[src/rtl/det_patgen_pkg.sv]
// Shared types and March C- element tables for the deterministic SRAM pattern generator.
// DET_PATGEN_CHECKERBOARD_EN (see det_patgen_march) selects an address-dependent background.
package det_patgen_pkg;

  typedef enum logic [2:0] {E0, E1, E2, E3, E4, E5, DONE} march_elem_e;

  localparam int unsigned TOTAL_OPS_PER_ADDR = 10;

  // Index of the last op slot in an element (0 for single-op elements).
  function automatic logic elem_last_op(input march_elem_e e);
    return (e == E0 || e == E5) ? 1'b0 : 1'b1;
  endfunction

  // 1 = descending sweep.
  function automatic logic elem_dir(input march_elem_e e);
    return (e == E3 || e == E4);
  endfunction

  function automatic logic op_is_write(input march_elem_e e, input logic idx);
    case (e)
      E0:      return 1'b1;
      E1, E2,
      E3, E4:  return idx;
      default: return 1'b0;
    endcase
  endfunction

  // 0 = background word, 1 = its inverse.
  function automatic logic op_value(input march_elem_e e, input logic idx);
    case (e)
      E1, E3:  return idx;
      E2, E4:  return ~idx;
      default: return 1'b0;
    endcase
  endfunction

  function automatic march_elem_e next_elem(input march_elem_e e);
    case (e)
      E0:      return E1;
      E1:      return E2;
      E2:      return E3;
      E3:      return E4;
      E4:      return E5;
      default: return DONE;
    endcase
  endfunction

endpackage

[src/rtl/det_patgen_if.sv]
// Pattern-generator interface: consumer (master) drives en, generator (slave) presents ops.
interface det_patgen_if #(
  parameter int ADDR_WIDTH = 4,
  parameter int DATA_WIDTH = 32,
  parameter int MASK_WIDTH = 4
);
  logic                  en;
  logic [ADDR_WIDTH-1:0] addr;
  logic [DATA_WIDTH-1:0] data;
  logic [DATA_WIDTH-1:0] check;
  logic [MASK_WIDTH-1:0] wmask;
  logic                  we;
  logic                  re;
  logic                  done;

  modport master (output en, input addr, data, check, wmask, we, re, done);
  modport slave  (input en, output addr, data, check, wmask, we, re, done);
endinterface

[src/rtl/det_patgen_addr_seq.sv]
// Up/down address counter; dir is captured on load so at_end never depends on the load decision.
module det_patgen_addr_seq #(
  parameter int MAX_ADDR   = 16,
  parameter int ADDR_WIDTH = $clog2(MAX_ADDR)
) (
  input  logic                  clk,
  input  logic                  rst,
  input  logic                  step,
  input  logic                  dir,
  input  logic                  load,
  output logic [ADDR_WIDTH-1:0] addr,
  output logic                  at_end
);

  localparam logic [ADDR_WIDTH-1:0] LAST = ADDR_WIDTH'(MAX_ADDR - 1);

  logic dir_q;

  always_ff @(posedge clk or posedge rst) begin
    if (rst) begin
      addr  <= '0;
      dir_q <= 1'b0;
    end else if (load) begin
      dir_q <= dir;
      addr  <= dir ? LAST : '0;
    end else if (step) begin
      addr <= dir_q ? addr - 1'b1 : addr + 1'b1;
    end
  end

  assign at_end = dir_q ? (addr == '0) : (addr == LAST);

endmodule

[src/rtl/det_patgen_march.sv]
// March C- pattern generator driving the slave side of det_patgen_if.
// Optional: DET_PATGEN_CHECKERBOARD_EN makes the background 0101.. / 1010.. by addr[0].
module det_patgen_march
  import det_patgen_pkg::*;
#(
  parameter int MAX_ADDR   = 16,
  parameter int ADDR_WIDTH = $clog2(MAX_ADDR),
  parameter int DATA_WIDTH = 32,
  parameter int MASK_WIDTH = 4
) (
  input  logic        clk,
  input  logic        rst,
  det_patgen_if.slave pg
);

  march_elem_e           elem_q, elem_n;
  logic                  opi_q, opi_n;
  logic                  step, load, dir_n, at_end;
  logic [ADDR_WIDTH-1:0] addr;
  logic [DATA_WIDTH-1:0] bg, val;
  logic                  active, wr;

  always_ff @(posedge clk or posedge rst) begin
    if (rst) begin
      elem_q <= E0;
      opi_q  <= 1'b0;
    end else begin
      elem_q <= elem_n;
      opi_q  <= opi_n;
    end
  end

  always_comb begin
    elem_n = elem_q;
    opi_n  = opi_q;
    step   = 1'b0;
    load   = 1'b0;
    dir_n  = 1'b0;
    if (pg.en && elem_q != DONE) begin
      if (opi_q != elem_last_op(elem_q)) begin
        opi_n = opi_q + 1'b1;
      end else if (!at_end) begin
        opi_n = 1'b0;
        step  = 1'b1;
      end else begin
        // On completion addr is left untouched so it holds N-1.
        opi_n  = 1'b0;
        elem_n = next_elem(elem_q);
        if (elem_n != DONE) begin
          load  = 1'b1;
          dir_n = elem_dir(elem_n);
        end
      end
    end
  end

  det_patgen_addr_seq #(
    .MAX_ADDR   (MAX_ADDR),
    .ADDR_WIDTH (ADDR_WIDTH)
  ) u_addr_seq (
    .clk    (clk),
    .rst    (rst),
    .step   (step),
    .dir    (dir_n),
    .load   (load),
    .addr   (addr),
    .at_end (at_end)
  );

  always_comb begin
    bg = '0;
`ifdef DET_PATGEN_CHECKERBOARD_EN
    for (int unsigned i = 0; i < DATA_WIDTH; i++) bg[i] = ((i % 2) == 0);
    if (addr[0]) bg = ~bg;
`endif
    val = op_value(elem_q, opi_q) ? ~bg : bg;
  end

  // In DONE the decode falls back to a read of bg, matching the final E5 op.
  assign active   = (elem_q != DONE);
  assign wr       = op_is_write(elem_q, opi_q);
  assign pg.addr  = addr;
  assign pg.we    = active & wr;
  assign pg.re    = active & ~wr;
  assign pg.data  = pg.we ? val : '0;
  assign pg.check = wr ? '0 : val;
  assign pg.wmask = pg.we ? '1 : '0;
  assign pg.done  = ~active;

endmodule

[src/flat_wrapper.sv]
// flat-port wrapper written by rule: the top's interface ports become plain ports
module det_patgen_march_flat import det_patgen_pkg::*;
#(
  parameter int MAX_ADDR   = 16,
  parameter int ADDR_WIDTH = $clog2(MAX_ADDR),
  parameter int DATA_WIDTH = 32,
  parameter int MASK_WIDTH = 4
)
  (clk, rst, pg_en, pg_addr, pg_data, pg_check, pg_wmask, pg_we, pg_re, pg_done);
  det_patgen_if #(.ADDR_WIDTH(ADDR_WIDTH), .DATA_WIDTH(DATA_WIDTH), .MASK_WIDTH(MASK_WIDTH)) pg_i ();
  input  logic clk;
  input  logic rst;
  input wire logic [$bits(pg_i.en)-1:0] pg_en;
  output wire logic [$bits(pg_i.addr)-1:0] pg_addr;
  output wire logic [$bits(pg_i.data)-1:0] pg_data;
  output wire logic [$bits(pg_i.check)-1:0] pg_check;
  output wire logic [$bits(pg_i.wmask)-1:0] pg_wmask;
  output wire logic [$bits(pg_i.we)-1:0] pg_we;
  output wire logic [$bits(pg_i.re)-1:0] pg_re;
  output wire logic [$bits(pg_i.done)-1:0] pg_done;
  assign pg_i.en = pg_en;
  assign pg_addr = pg_i.addr;
  assign pg_data = pg_i.data;
  assign pg_check = pg_i.check;
  assign pg_wmask = pg_i.wmask;
  assign pg_we = pg_i.we;
  assign pg_re = pg_i.re;
  assign pg_done = pg_i.done;
  det_patgen_march #(.MAX_ADDR(MAX_ADDR), .ADDR_WIDTH(ADDR_WIDTH), .DATA_WIDTH(DATA_WIDTH), .MASK_WIDTH(MASK_WIDTH)) u_core (.clk(clk), .rst(rst), .pg(pg_i));
endmodule
[config.mk]
export PLATFORM = sky130hd
export DESIGN_NAME = det_patgen_march_flat
export DESIGN_NICKNAME = d
export VERILOG_FILES = /design/src/rtl/det_patgen_pkg.sv /design/src/rtl/det_patgen_if.sv /design/src/rtl/det_patgen_addr_seq.sv /design/src/rtl/det_patgen_march.sv /design/src/flat_wrapper.sv
export SDC_FILE = /design/constraint.sdc
export NUM_CORES = 1
export LEC_CHECK = 0
export ABC_AREA = 0
export CAP_MARGIN = 40
export CORE_AREA = 2 2 85 63
export CTS_CLUSTER_SIZE = 16
export DETAILED_ROUTE_END_ITERATION = 8
export DIE_AREA = 0 0 87 65
export PLACE_DENSITY = 0.68
export SYNTH_ARGS = -nofsm -noshare
export SYNTH_HDL_FRONTEND = slang
export SYNTH_SLANG_ARGS = --single-unit
[constraint.sdc]
create_clock -name clk -period 3 [get_ports clk]
set_clock_uncertainty 0.15 [all_clocks]
set_input_delay 0.6 -clock clk [delete_from_list [all_inputs] [get_ports clk]]
set_output_delay 0.6 -clock clk [all_outputs]
set_load 0.02 [all_outputs]
==> results of run 1 <==
==> power breakdown <==
group	leakage [uW]	internal (uW)	switching [uW]
Clock	0.0000255	90.5	48.1
Sequential	0.000111	176	101
Combinational	0.000473	828	888
==> sequential cells by signal, summed over array words and instances, names as in the netlist <==
| signal | count |
|---|---|
| u_core.opi_q | 1 |
| u_core.u_addr_seq.addr | 4 |
| u_core.u_addr_seq.dir_q | 1 |
| u_core.elem_q | 3 |
==> worst min path at each step <==
stage | start | endpoint | slack [ps] | depth (start not counted)
after global placement | u_core.u_addr_seq.addr[3] | u_core.u_addr_seq.addr[3] | 410 | 1
after CTS | u_core.u_addr_seq.addr[3] | u_core.u_addr_seq.addr[3] | 440 | 1
after detailed placement | u_core.u_addr_seq.addr[3] | u_core.u_addr_seq.addr[3] | 430 | 1
after floorplan | rst | u_core.elem_q[0] | 280 | 1
after global routing | u_core.u_addr_seq.addr[3] | u_core.u_addr_seq.addr[3] | 470 | 1
final | u_core.u_addr_seq.addr[3] | u_core.u_addr_seq.addr[3] | 430 | 1
==> synth_stat cells, types with 2 or more instances <==
master   number
buf_4        67
a21oi_1       9
dfrtp_1       9
inv_1         6
o21ai_0       4
xnor2_1       4
ha_1          3
a21o_1        2
a22oi_1       2
a31o_2        2
nand2_1       2
nor2_1        2
o22a_1        2
==> stage by stage <==
step                total power [uW]  cell area (um^2)  hold WS [ps]  std cells
CTS                             2160              1560           436        209
global route                    2290              1560           466        209
global placement                1990              1510           411        205
detailed placement              2010              1510           426        205
finish                          2130              1560           426        209
floorplan                       1650              1180           278        135
==> routing by layer <==
| metal | global-route usage, % | vias up |
|---|---|---|
| li1 | - | 406 |
| met1 | 9.85 | 363 |
| met2 | 12.4 | 35 |
| met3 | 2.17 | 4 |
| met4 | 2.93 | 0 |
| met5 | 0 | - |
==> cell families (layout without fill, tap and decap cells) <==
group	Yosys count	count (layout)	share of synthesized area, %
flip-flops	9	9	19.3
AND/OR/NAND/NOR	16	16	8.67
multiplexers	2	2	3.21
buffers and inverters	75	89	47.1
AO/OA/AOI/OAI	24	24	13.1
XOR/XNOR	5	5	3.75
adder cells (fa/ha/maj)	4	4	4.93
==> layout by cell type, fill, tap and decap left out, drive strengths merged, types with 2 or more instances in the layout <==
master          n
a22oi           2
o21ai           4
o22a            2
nand2           3
xnor2           4
a31o            2
nor2            2
clkdlybuf4s50  77
a21oi           9
dfrtp           9
buf             2
ha              3
a21o            2
clkbuf          3
inv             6
==> layout make-up <==
type | instances | share of cell area, %
Tap cell | 60 | 4.82
Clock inverter | 1 | 0.321
Inverter | 6 | 1.45
Sequential cell | 9 | 14.5
Clock buffer | 3 | 2.65
Multi-Input combinational cell | 51 | 25.9
Timing Repair Buffer | 79 | 50.4
==> results.md, run 1 <==
- Status: finished, final reports clean
- Wire length per cell: 10.7 um
- RSZ-0062 raised after global routing: false
- Synthesis-stage register bit count: 9
- IO Port Bufs: 77
- Clk pin slew, worst setup/hold paths: 50 ps
- RR Endpoint: u_core.elem_q[1]
- Ant diodes: 0
- Crit path to: pg_wmask[0]
- Fmax: 0.357 GHz
- Max cap viols: 0
- Final setup violation count: 0
- Final Util: 31.6%
- DR iter-0 viols: 13
- CTS max path bufs: 2
- Netlist cell types: 34
- Top sig layer: met4
- Die height: 65 um
- Critical Path Max Stage Delay: 690 ps
- Clock root buffer: clkbuf_8
- Largest delay share family, worst path: buffers and inverters
- Number of flops mapped to enable cells by yosys: 0
- DR vias/cell: 3.87
- Worst-path fanout max: 12
- Met3 routed WL: 132 um
- PwrDens: 1370 mW/mm^2
- CTS H-tree lvls: 1
- Clk sinks: 9
- DR WL met2: 1.10 mm
- Period minus WS final: 2800 ps
- Setup crit end kind: primary output
- Reg2reg start: u_core.elem_q[0]
- CP max-delay cell: clkdlybuf4s50_1
- Mean Syn Cell Area: 8.66 um^2
- Max-slew violation count: 0
- Number of buffers created by CTS: 3
- Area growth syn-to-layout: 33.3%
- Multi-input gate area: 403 um^2
- Synth async-reset ratio: 100%
- Rows: 22
- DR pass1 iterations: 2
- Synth area leader: buf_4
- Mapped Cells: 135
- Synth Cell Area: 0.00117 mm^2
- Grt total ovfl: 0
- Place WS: 311 ps
- Total Routing Usage GR: 7.75%
- Setup tns final: 0 ps
- First-pass GRT wire length: 3.41 mm
- FF-to-FF path depth: 7
- Die X: 87 um
- Reg area: 225 um^2
- Worst rel slew slack: 75.2%
- Remaining antenna violation count: 0
- Synth top area share: 43.0%
- Via count: 808
- DRT met1 WL: 977 um
- Number of stages on the worst setup path: 3
- Initial Utilization: 23.7%
- Worst setup path class: reg -> out
- Yosys warnings: 0
- Post-synth top flop: dfrtp_1
- Core area: 0.00493 mm^2
- Largest net degree at the start of global routing: 33
- Leakage power: 0.000610 uW
- Final WS setup: 198 ps
- Worst Setup Start Kind: register
- Slew @ Worst Pin: 372 ps
- Critical path origin: u_core.elem_q[0]
- Die area: 0.00566 mm^2
- Synth top area cells: buf_4 (43%), dfrtp_1 (19%), a21oi_1 (3.9%)
- CTS Hold Bufs: 0
- Reg2Reg Setup Slack: 690 ps
- Worst EP required: 2250 ps
- Seq/Total Area, Yosys: 19.3%
- Worst path buffer plus inverter count: 1
- Vias in the first global route: 650
- Post-cts sizing count: 0
- Layout fillers: 498
- CP cell instances: or3_1 > o21ai_1 > clkdlybuf4s50_1
- VDD IR max: 0.476 mV
- Initial antenna violation count: 0
- Residual DRC: 0
- Total wire length: 2.23 mm
- Mapped Nets: 142
- Postcts setup bufs: 0
- Clk_lat worst skew: 230 ps
- GP Congestion: 0.738
- CP Data Arrival Time: 2050 ps
- Final Hold Fails: 0
- Period Utilization, post-route: 93.4%
- Share of layout cells above drive strength 1: 10.7%
- Total I/O pin count: 78
- Nets: 157
- Post-detail-place hpwl: 1.79 mm
- Hold crit path type: reg -> reg
- Clock tree from TritonCTS: yes
No activity file was read; power rests on OpenSTA's default activity.
==> run 2, diff against run 1 <==
CTS_BUF_LIST = sky130_fd_sc_hd__clkbuf_8   (was not set)
==> results of run 2 <==
Same layout as run 1: the final DEF is identical, and so are final timing and power.
==> run 3, diff against run 2 <==
CTS_CLUSTER_DIAMETER = 40   (was not set)
==> results of run 3 <==
Same layout as run 1: the final DEF is identical, and so are final timing and power.
